## src/rtl/result_drain_buffer.sv

```systemverilog
// Result drain buffer: captures ARRAY_SIZE-lane result beats from the array bottom,
// removes the WS diagonal skew and streams the N x M matrix out row-major.
module result_drain_buffer #(
    parameter int unsigned ACC_WIDTH      = 32,
    parameter int unsigned ARRAY_SIZE     = 8,
    parameter int unsigned INDEX_WIDTH    = 8,
    parameter int unsigned MODE_SIG_WIDTH = 2
) (
    input  logic                            clk,
    input  logic                            reset,
    input  logic [INDEX_WIDTH-1:0]          N,
    input  logic [INDEX_WIDTH-1:0]          M,
    input  logic [MODE_SIG_WIDTH-1:0]       buffer_mode,
    input  logic                            in_valid,
    input  logic [ARRAY_SIZE*ACC_WIDTH-1:0] data_in,
    output logic [ACC_WIDTH-1:0]            data_out,
    output logic                            out_valid,
    input  logic                            out_ready,
    output logic                            capture_done,
    output logic                            drain_done,
    output logic                            busy,
    output logic                            cmd_err
);

    localparam int unsigned TW = INDEX_WIDTH + 1;
    localparam int unsigned RW = (ARRAY_SIZE > 1) ? $clog2(ARRAY_SIZE) : 1;

    localparam logic [1:0] S_IDLE    = 2'd0;
    localparam logic [1:0] S_CAPTURE = 2'd1;
    localparam logic [1:0] S_FULL    = 2'd2;
    localparam logic [1:0] S_DRAIN   = 2'd3;

    localparam logic [MODE_SIG_WIDTH-1:0] MODE_ABORT = MODE_SIG_WIDTH'(0);
    localparam logic [MODE_SIG_WIDTH-1:0] MODE_WS    = MODE_SIG_WIDTH'(1);
    localparam logic [MODE_SIG_WIDTH-1:0] MODE_OS    = MODE_SIG_WIDTH'(2);
    localparam logic [MODE_SIG_WIDTH-1:0] MODE_DRAIN = MODE_SIG_WIDTH'(3);

    logic [1:0]             r_state, w_state;
    logic [INDEX_WIDTH-1:0] r_n, w_n, r_m, w_m;
    logic                   r_os, w_os;
    logic [TW-1:0]          r_t, w_t;
    logic [INDEX_WIDTH-1:0] r_row, w_row, r_col, w_col;
    logic [ACC_WIDTH-1:0]   r_data_out, w_data_out;
    logic                   r_out_valid, w_out_valid;
    logic                   r_capture_done, w_capture_done;
    logic                   r_drain_done, w_drain_done;
    logic                   r_busy, w_busy;
    logic                   r_cmd_err, w_cmd_err;

    logic [ACC_WIDTH-1:0]   r_res [ARRAY_SIZE][ARRAY_SIZE];

    logic                   w_start, w_range_ok, w_last_beat, w_capture_beat;
    logic                   w_col_wrap, w_drain_last;
    logic [INDEX_WIDTH-1:0] w_row_adv, w_col_adv;
    logic [ACC_WIDTH-1:0]   w_fetch;
    logic [ARRAY_SIZE-1:0]  w_wr_en;
    logic [RW-1:0]          w_wr_row [ARRAY_SIZE];

    assign w_start    = (buffer_mode == MODE_WS) || (buffer_mode == MODE_OS);
    assign w_range_ok = (N != '0) && (N <= INDEX_WIDTH'(ARRAY_SIZE)) &&
                        (M != '0) && (M <= INDEX_WIDTH'(ARRAY_SIZE));
    // WS results trail by the skew, so the last beat is N+M-2 rather than N-1
    assign w_last_beat = r_os ? (r_t == TW'(r_n) - TW'(1))
                              : (r_t == TW'(r_n) + TW'(r_m) - TW'(2));
    assign w_capture_beat = (r_state == S_CAPTURE) && in_valid && (buffer_mode != MODE_ABORT);

    assign w_col_wrap   = (r_col == r_m - INDEX_WIDTH'(1));
    assign w_drain_last = w_col_wrap && (r_row == r_n - INDEX_WIDTH'(1));
    assign w_row_adv    = w_col_wrap ? r_row + INDEX_WIDTH'(1) : r_row;
    assign w_col_adv    = w_col_wrap ? '0 : r_col + INDEX_WIDTH'(1);
    assign w_fetch      = r_res[RW'(w_row_adv)][RW'(w_col_adv)];

    // Per-lane write enable and destination row for the current beat
    always_comb begin
        w_wr_en = '0;
        for (int c = 0; c < ARRAY_SIZE; c++) begin
            w_wr_row[c] = '0;
            if (TW'(c) < TW'(r_m)) begin
                if (r_os) begin
                    w_wr_en[c]  = 1'b1;
                    w_wr_row[c] = RW'(r_t);
                end else if ((r_t >= TW'(c)) && ((r_t - TW'(c)) < TW'(r_n))) begin
                    w_wr_en[c]  = 1'b1;
                    w_wr_row[c] = RW'(r_t - TW'(c));
                end
            end
        end
    end

    always_ff @(posedge clk or negedge reset) begin
        if (!reset) begin
            for (int r = 0; r < ARRAY_SIZE; r++)
                for (int c = 0; c < ARRAY_SIZE; c++)
                    r_res[r][c] <= '0;
        end else if (w_capture_beat) begin
            for (int c = 0; c < ARRAY_SIZE; c++)
                if (w_wr_en[c])
                    r_res[w_wr_row[c]][c] <= data_in[c*ACC_WIDTH +: ACC_WIDTH];
        end
    end

    always_comb begin
        w_state        = r_state;
        w_n            = r_n;
        w_m            = r_m;
        w_os           = r_os;
        w_t            = r_t;
        w_row          = r_row;
        w_col          = r_col;
        w_data_out     = r_data_out;
        w_out_valid    = r_out_valid;
        w_capture_done = 1'b0;
        w_drain_done   = 1'b0;
        w_cmd_err      = 1'b0;
        case (r_state)
            S_IDLE: begin
                if (w_start) begin
                    if (w_range_ok) begin
                        w_state = S_CAPTURE;
                        w_n     = N;
                        w_m     = M;
                        w_os    = (buffer_mode == MODE_OS);
                        w_t     = '0;
                    end else begin
                        w_cmd_err = 1'b1;
                    end
                end
            end
            S_CAPTURE: begin
                if (buffer_mode == MODE_ABORT) begin
                    w_state = S_IDLE;
                end else if (in_valid) begin
                    if (w_last_beat) begin
                        w_state        = S_FULL;
                        w_capture_done = 1'b1;
                    end else begin
                        w_t = r_t + TW'(1);
                    end
                end
            end
            S_FULL: begin
                if (buffer_mode == MODE_DRAIN) begin
                    w_state     = S_DRAIN;
                    w_row       = '0;
                    w_col       = '0;
                    w_out_valid = 1'b1;
                    w_data_out  = r_res[0][0];
                end else if (w_start) begin
                    w_cmd_err = 1'b1;
                end
            end
            default: begin
                if (buffer_mode == MODE_ABORT) begin
                    w_state     = S_IDLE;
                    w_out_valid = 1'b0;
                    w_data_out  = '0;
                end else if (r_out_valid && out_ready) begin
                    if (w_drain_last) begin
                        w_state      = S_IDLE;
                        w_out_valid  = 1'b0;
                        w_data_out   = '0;
                        w_drain_done = 1'b1;
                    end else begin
                        w_row      = w_row_adv;
                        w_col      = w_col_adv;
                        w_data_out = w_fetch;
                    end
                end
            end
        endcase
        w_busy = (w_state == S_CAPTURE) || (w_state == S_DRAIN);
    end

    always_ff @(posedge clk or negedge reset) begin
        if (!reset) begin
            r_state        <= S_IDLE;
            r_n            <= '0;
            r_m            <= '0;
            r_os           <= 1'b0;
            r_t            <= '0;
            r_row          <= '0;
            r_col          <= '0;
            r_data_out     <= '0;
            r_out_valid    <= 1'b0;
            r_capture_done <= 1'b0;
            r_drain_done   <= 1'b0;
            r_busy         <= 1'b0;
            r_cmd_err      <= 1'b0;
        end else begin
            r_state        <= w_state;
            r_n            <= w_n;
            r_m            <= w_m;
            r_os           <= w_os;
            r_t            <= w_t;
            r_row          <= w_row;
            r_col          <= w_col;
            r_data_out     <= w_data_out;
            r_out_valid    <= w_out_valid;
            r_capture_done <= w_capture_done;
            r_drain_done   <= w_drain_done;
            r_busy         <= w_busy;
            r_cmd_err      <= w_cmd_err;
        end
    end

    assign data_out     = r_data_out;
    assign out_valid    = r_out_valid;
    assign capture_done = r_capture_done;
    assign drain_done   = r_drain_done;
    assign busy         = r_busy;
    assign cmd_err      = r_cmd_err;

endmodule

```

## config.mk

```make
export PLATFORM = sky130hd
export DESIGN_NAME = result_drain_buffer
export DESIGN_NICKNAME = d
export VERILOG_FILES = /design/src/rtl/result_drain_buffer.sv
export SDC_FILE = /design/constraint.sdc
export NUM_CORES = 2
export LEC_CHECK = 0
export CAP_MARGIN = 20
export CORE_ASPECT_RATIO = 0.75
export CORE_MARGIN = 2
export CORE_UTILIZATION = 55
export CTS_CLUSTER_DIAMETER = 30
export DETAILED_ROUTE_END_ITERATION = 16
export HOLD_SLACK_MARGIN = 0.08
export MAX_ROUTING_LAYER = met4
export PLACE_DENSITY = 0.73
export SLEW_MARGIN = 20
export SYNTH_ARGS = -nofsm -noshare
export SYNTH_HDL_FRONTEND = slang
export SYNTH_SLANG_ARGS = --single-unit
export TNS_END_PERCENT = 20
```

## constraint.sdc

```tcl
create_clock -name clk -period 13.4 [get_ports clk]
set_input_delay 2.68 -clock clk [delete_from_list [all_inputs] [get_ports clk]]
set_output_delay 2.68 -clock clk [all_outputs]
set_load 0.01 [all_outputs]
```

==> metrics.txt <==
fraction of power consumed by sequential logic 38.6%; critical path class reg2reg; clock network power share 53.4%; netlist area before placement 101000 µm²; routed length per placed instance 29.6 µm; Ports 315; DRT Pass-1 Iters 8; DR iter-0 viols 9669; setup repair after global routing missed its margin no; post-CTS setup buffers 0; Combinational Power Share 7.9%; pre-CTS setup slack 7.20 ns; final core area utilization 66.2%; share of post-route cells with drive strength above 1 30.6%; crit-path most repeated cell sky130_fd_sc_hd__buf_4; power density over the cells 159 nW/µm²; crit path max-delay cell type sky130_fd_sc_hd__buf_4; HP Class reg2reg; CTS tree done; Yosys top cell by area sky130_fd_sc_hd__dfrtp_1; GRT Overall Usage 37.3%; worst clock skew on the final layout 0.111 ns; Tcrit/Tclk final 47.9%; antenna violations before repair 84; instance count after placement with tap cells included 10900; post-synthesis sequential area ratio 52.5%; final hold viol count 0; area share of the leading cell type in the synthesized netlist 52.5%; via count of the first global-routing pass 77600; vias per cell 6.61; Syn Nets 8936; floorplan die area 188000 µm²; Worst Path Required 14.21 ns; number of antenna-violating nets in the routed design 0; net switching share of the total power 23.9%; relative max-transition margin 10.6%; Yosys warning count 0; post-cts gate resize count 0; hold depth 1; number of buffer cells added on primary ports 314; met1 global-route usage 48.1%; destination of the worst hold path r_res[1649]; critical path fanouts, max 134; reg-to-reg critical path endpoint data_out[20]; Clock Sink Count 2128; buffer levels on the longest clock path 4; top cells by area, synth sky130_fd_sc_hd__dfrtp_1 53%, sky130_fd_sc_hd__mux2_2 20%, sky130_fd_sc_hd__nand2_1 4.0%; met2 Track Usage GR 53.3%; count of flip-flops with a built-in enable after synthesis 0; Die Ht 376 µm; number of vias in the routed layout 77100; post-layout worst setup margin 6.99 ns; worst skew pair latency 0.98 ns; final wirelength 345000 µm; async set or reset register ratio after synthesis 100%; Worst Max-Slew Pin Slew 1.33 ns; highest-utilization routing layer at the global route stage met2; depth of the worst register-to-register path 14; root buf cell sky130_fd_sc_hd__clkbuf_16; NumNets Final 9220; worst path arrival time 7.22 ns; DRC violation count after routing 0; Synth-to-Final Area Change 19.6%; internal power component 14700 µW; Max-cap violations 0; H-tree depth 5; gp weighted congestion 0.947; post-detailed-placement half-perimeter wirelength 205000 µm; worst flop-to-flop path startpoint r_m[0]; Num CTS Buffers 394; total design power 19300 µW; Cells after Synth 8569; fin. max-slew vios 0; delay of the slowest critical-path stage 0.81 ns; core outline area 183000 µm²; overall die width 500 µm; Switching Power 4600 µW; maximum number of pins on one net before global-route repair 190; setup violation total in the final timing report 0; GRT met3 Usage 10.6%; commonest cells after routing, fill and taps aside 2125 x sky130_fd_sc_hd__dfrtp_1, 1827 x sky130_fd_sc_hd__mux2_2, 1075 x sky130_fd_sc_hd__nand2_1, 490 x sky130_fd_sc_hd__nand3_1, 397 x sky130_fd_sc_hd__clkbuf_16; # hold bufs at CTS 0; setup slack, reg-to-reg 6.99 ns; run status completed; number of standard-cell rows in the floorplan 136; clock input transition at the sequential cells of the worst setup and hold paths 0.05 ns; total negative slack for setup checks 0 ns; category of the worst setup path launch point flip-flop; fillcell total 13000; syn_area_per_cell 11.8 µm²; Yosys cell types 91; start point of the worst min-delay path r_res[1649]; starting density of the core 55.3%; Final Instance Count excl. Fillers 11700; primary flip-flop cell chosen by synthesis mapping sky130_fd_sc_hd__dfrtp_1; nature of the critical path endpoint flip-flop; Max IR drop VDD 0.000128 V; cell-by-cell trace of the critical path inv_1 > ha_1 > or3_1 > a32oi_2 > o2111ai_2 > xnor2_4 > buf_4 > buf_12 > buf_4 > mux2i_1 > a22oi_1 > nand4_1 > nand3_1 > a31o_1; commonest non-fill, non-tap cell in the layout sky130_fd_sc_hd__dfrtp_1; post-layout minimum cycle time 6.41 ns; post-synthesis sequential element count 2128; wire length of the first global-routing pass 509000 µm; grt ovf 0; Static Leak 0.0577 µW; Achievable Freq 156 MHz
[cell families (layout without fill, tap and decap cells)]
family | Yosys count | in the layout | synth area share [%]
xor gates and xnor gates | 87 | 87 | 0.786
buffers and inverters | 660 | 1252 | 2.67
other | 0 | 79 | 0
AOI/OAI and AO/OA | 1163 | 1163 | 7.81
adders and majority gates | 89 | 89 | 1.11
muxes | 2393 | 2393 | 26.3
and+or+nand+nor | 2049 | 2049 | 8.83
DFF | 2128 | 2128 | 52.5
[cells in the mapped netlist (21+ instances only)]
library cell / count
sky130_fd_sc_hd__a31o_1: 28
sky130_fd_sc_hd__dfrtp_1: 2128
sky130_fd_sc_hd__ha_1: 88
sky130_fd_sc_hd__clkbuf_1: 359
sky130_fd_sc_hd__a221o_1: 28
sky130_fd_sc_hd__mux2_2: 1827
sky130_fd_sc_hd__xnor2_1: 57
sky130_fd_sc_hd__nand3_1: 492
sky130_fd_sc_hd__mux2i_1: 268
sky130_fd_sc_hd__o311ai_0: 26
sky130_fd_sc_hd__buf_2: 155
sky130_fd_sc_hd__nand2_1: 1078
sky130_fd_sc_hd__o21a_1: 31
sky130_fd_sc_hd__nor2_1: 214
sky130_fd_sc_hd__nor3_1: 59
sky130_fd_sc_hd__o21ai_1: 37
sky130_fd_sc_hd__a21o_1: 47
sky130_fd_sc_hd__nand4_1: 75
sky130_fd_sc_hd__o22ai_1: 154
sky130_fd_sc_hd__buf_1: 73
sky130_fd_sc_hd__a21oi_1: 226
sky130_fd_sc_hd__a221oi_1: 43
sky130_fd_sc_hd__inv_1: 58
sky130_fd_sc_hd__a22oi_1: 40
sky130_fd_sc_hd__mux2_1: 294
sky130_fd_sc_hd__and3_1: 21
sky130_fd_sc_hd__a32oi_1: 51
sky130_fd_sc_hd__o21ai_0: 164
sky130_fd_sc_hd__nor4_1: 23
sky130_fd_sc_hd__a31oi_1: 74
sky130_fd_sc_hd__o221ai_1: 62
sky130_fd_sc_hd__xor2_1: 27
sky130_fd_sc_hd__a41o_1: 25
[state kept, by name, indices dropped and copies added, names as in the netlist]
| name | count |
|---|---|
| r_col | 8 |
| r_n | 8 |
| out_valid | 1 |
| capture_done | 1 |
| data_out | 32 |
| r_t | 9 |
| r_os | 1 |
| r_row | 8 |
| r_m | 8 |
| drain_done | 1 |
| r_state | 2 |
| cmd_err | 1 |
| r_res | 2048 |
[routing by layer]
metal  vias to the layer above  wire length (µm)
li1                      31900                 -
met1                     39800            135000
met2                      4377            152000
met3                      1033             37900
met4                         0             19300
met5                         -                 0
[stage by stage]
stage	area, µm²	hold slack [ns]
floorplan	101000	0.456
global placement	107000	0.467
detailed placement	107000	0.474
CTS	121000	0.484
global route	121000	0.497
finish	121000	0.484
[how the worst max path moves through the flow]
stage	from	endpoint	slack [ns]	depth (start not counted)
CTS	r_m[0]	data_out[20]	7.24	14
finish	r_m[0]	data_out[20]	6.99	14
global placement	buffer_mode[0]	r_res[976]	7.19	11
global route	r_m[0]	data_out[20]	6.89	14
floorplan	buffer_mode[0]	r_res[747]	8.51	9
detailed placement	buffer_mode[0]	r_res[965]	7.20	11
[critical path: cells and delay by family (launching register included)]
family / cells / cell delay, ns
DFF: 1 / 0.48
xor gates and xnor gates: 1 / 0.28
muxes: 1 / 0.34
AOI/OAI and AO/OA: 4 / 1.29
and+or+nand+nor: 3 / 0.92
adders and majority gates: 1 / 0.33
buffers and inverters: 4 / 2.26
[power by group through the flow]
stage | clock network (µW) | registers (µW) | logic, µW
final | 10300 | 7440 | 1530
after global routing | 10700 | 7490 | 1670
after CTS | 10300 | 7420 | 1520
after detailed placement | 0 | 7510 | 1500
after global placement | 0 | 7460 | 1420
after floorplan | 0 | 7400 | 950
[final cells by class]
| class | instances | area, µm² | area share, % |
|---|---|---|---|
| Clock inverter | 222 | 2940 | 2.43 |
| Clock buffer | 482 | 10800 | 8.94 |
| Multi-Input combinational cell | 5781 | 46100 | 38.0 |
| Sequential cell | 2128 | 53300 | 43.9 |
| Inverter | 63 | 236 | 0.195 |
| Tap cell | 2415 | 3020 | 2.49 |
| Antenna cell | 79 | 198 | 0.163 |
| Timing Repair Buffer | 485 | 4630 | 3.82 |
Note: power is estimated with default switching activity, not from simulation.
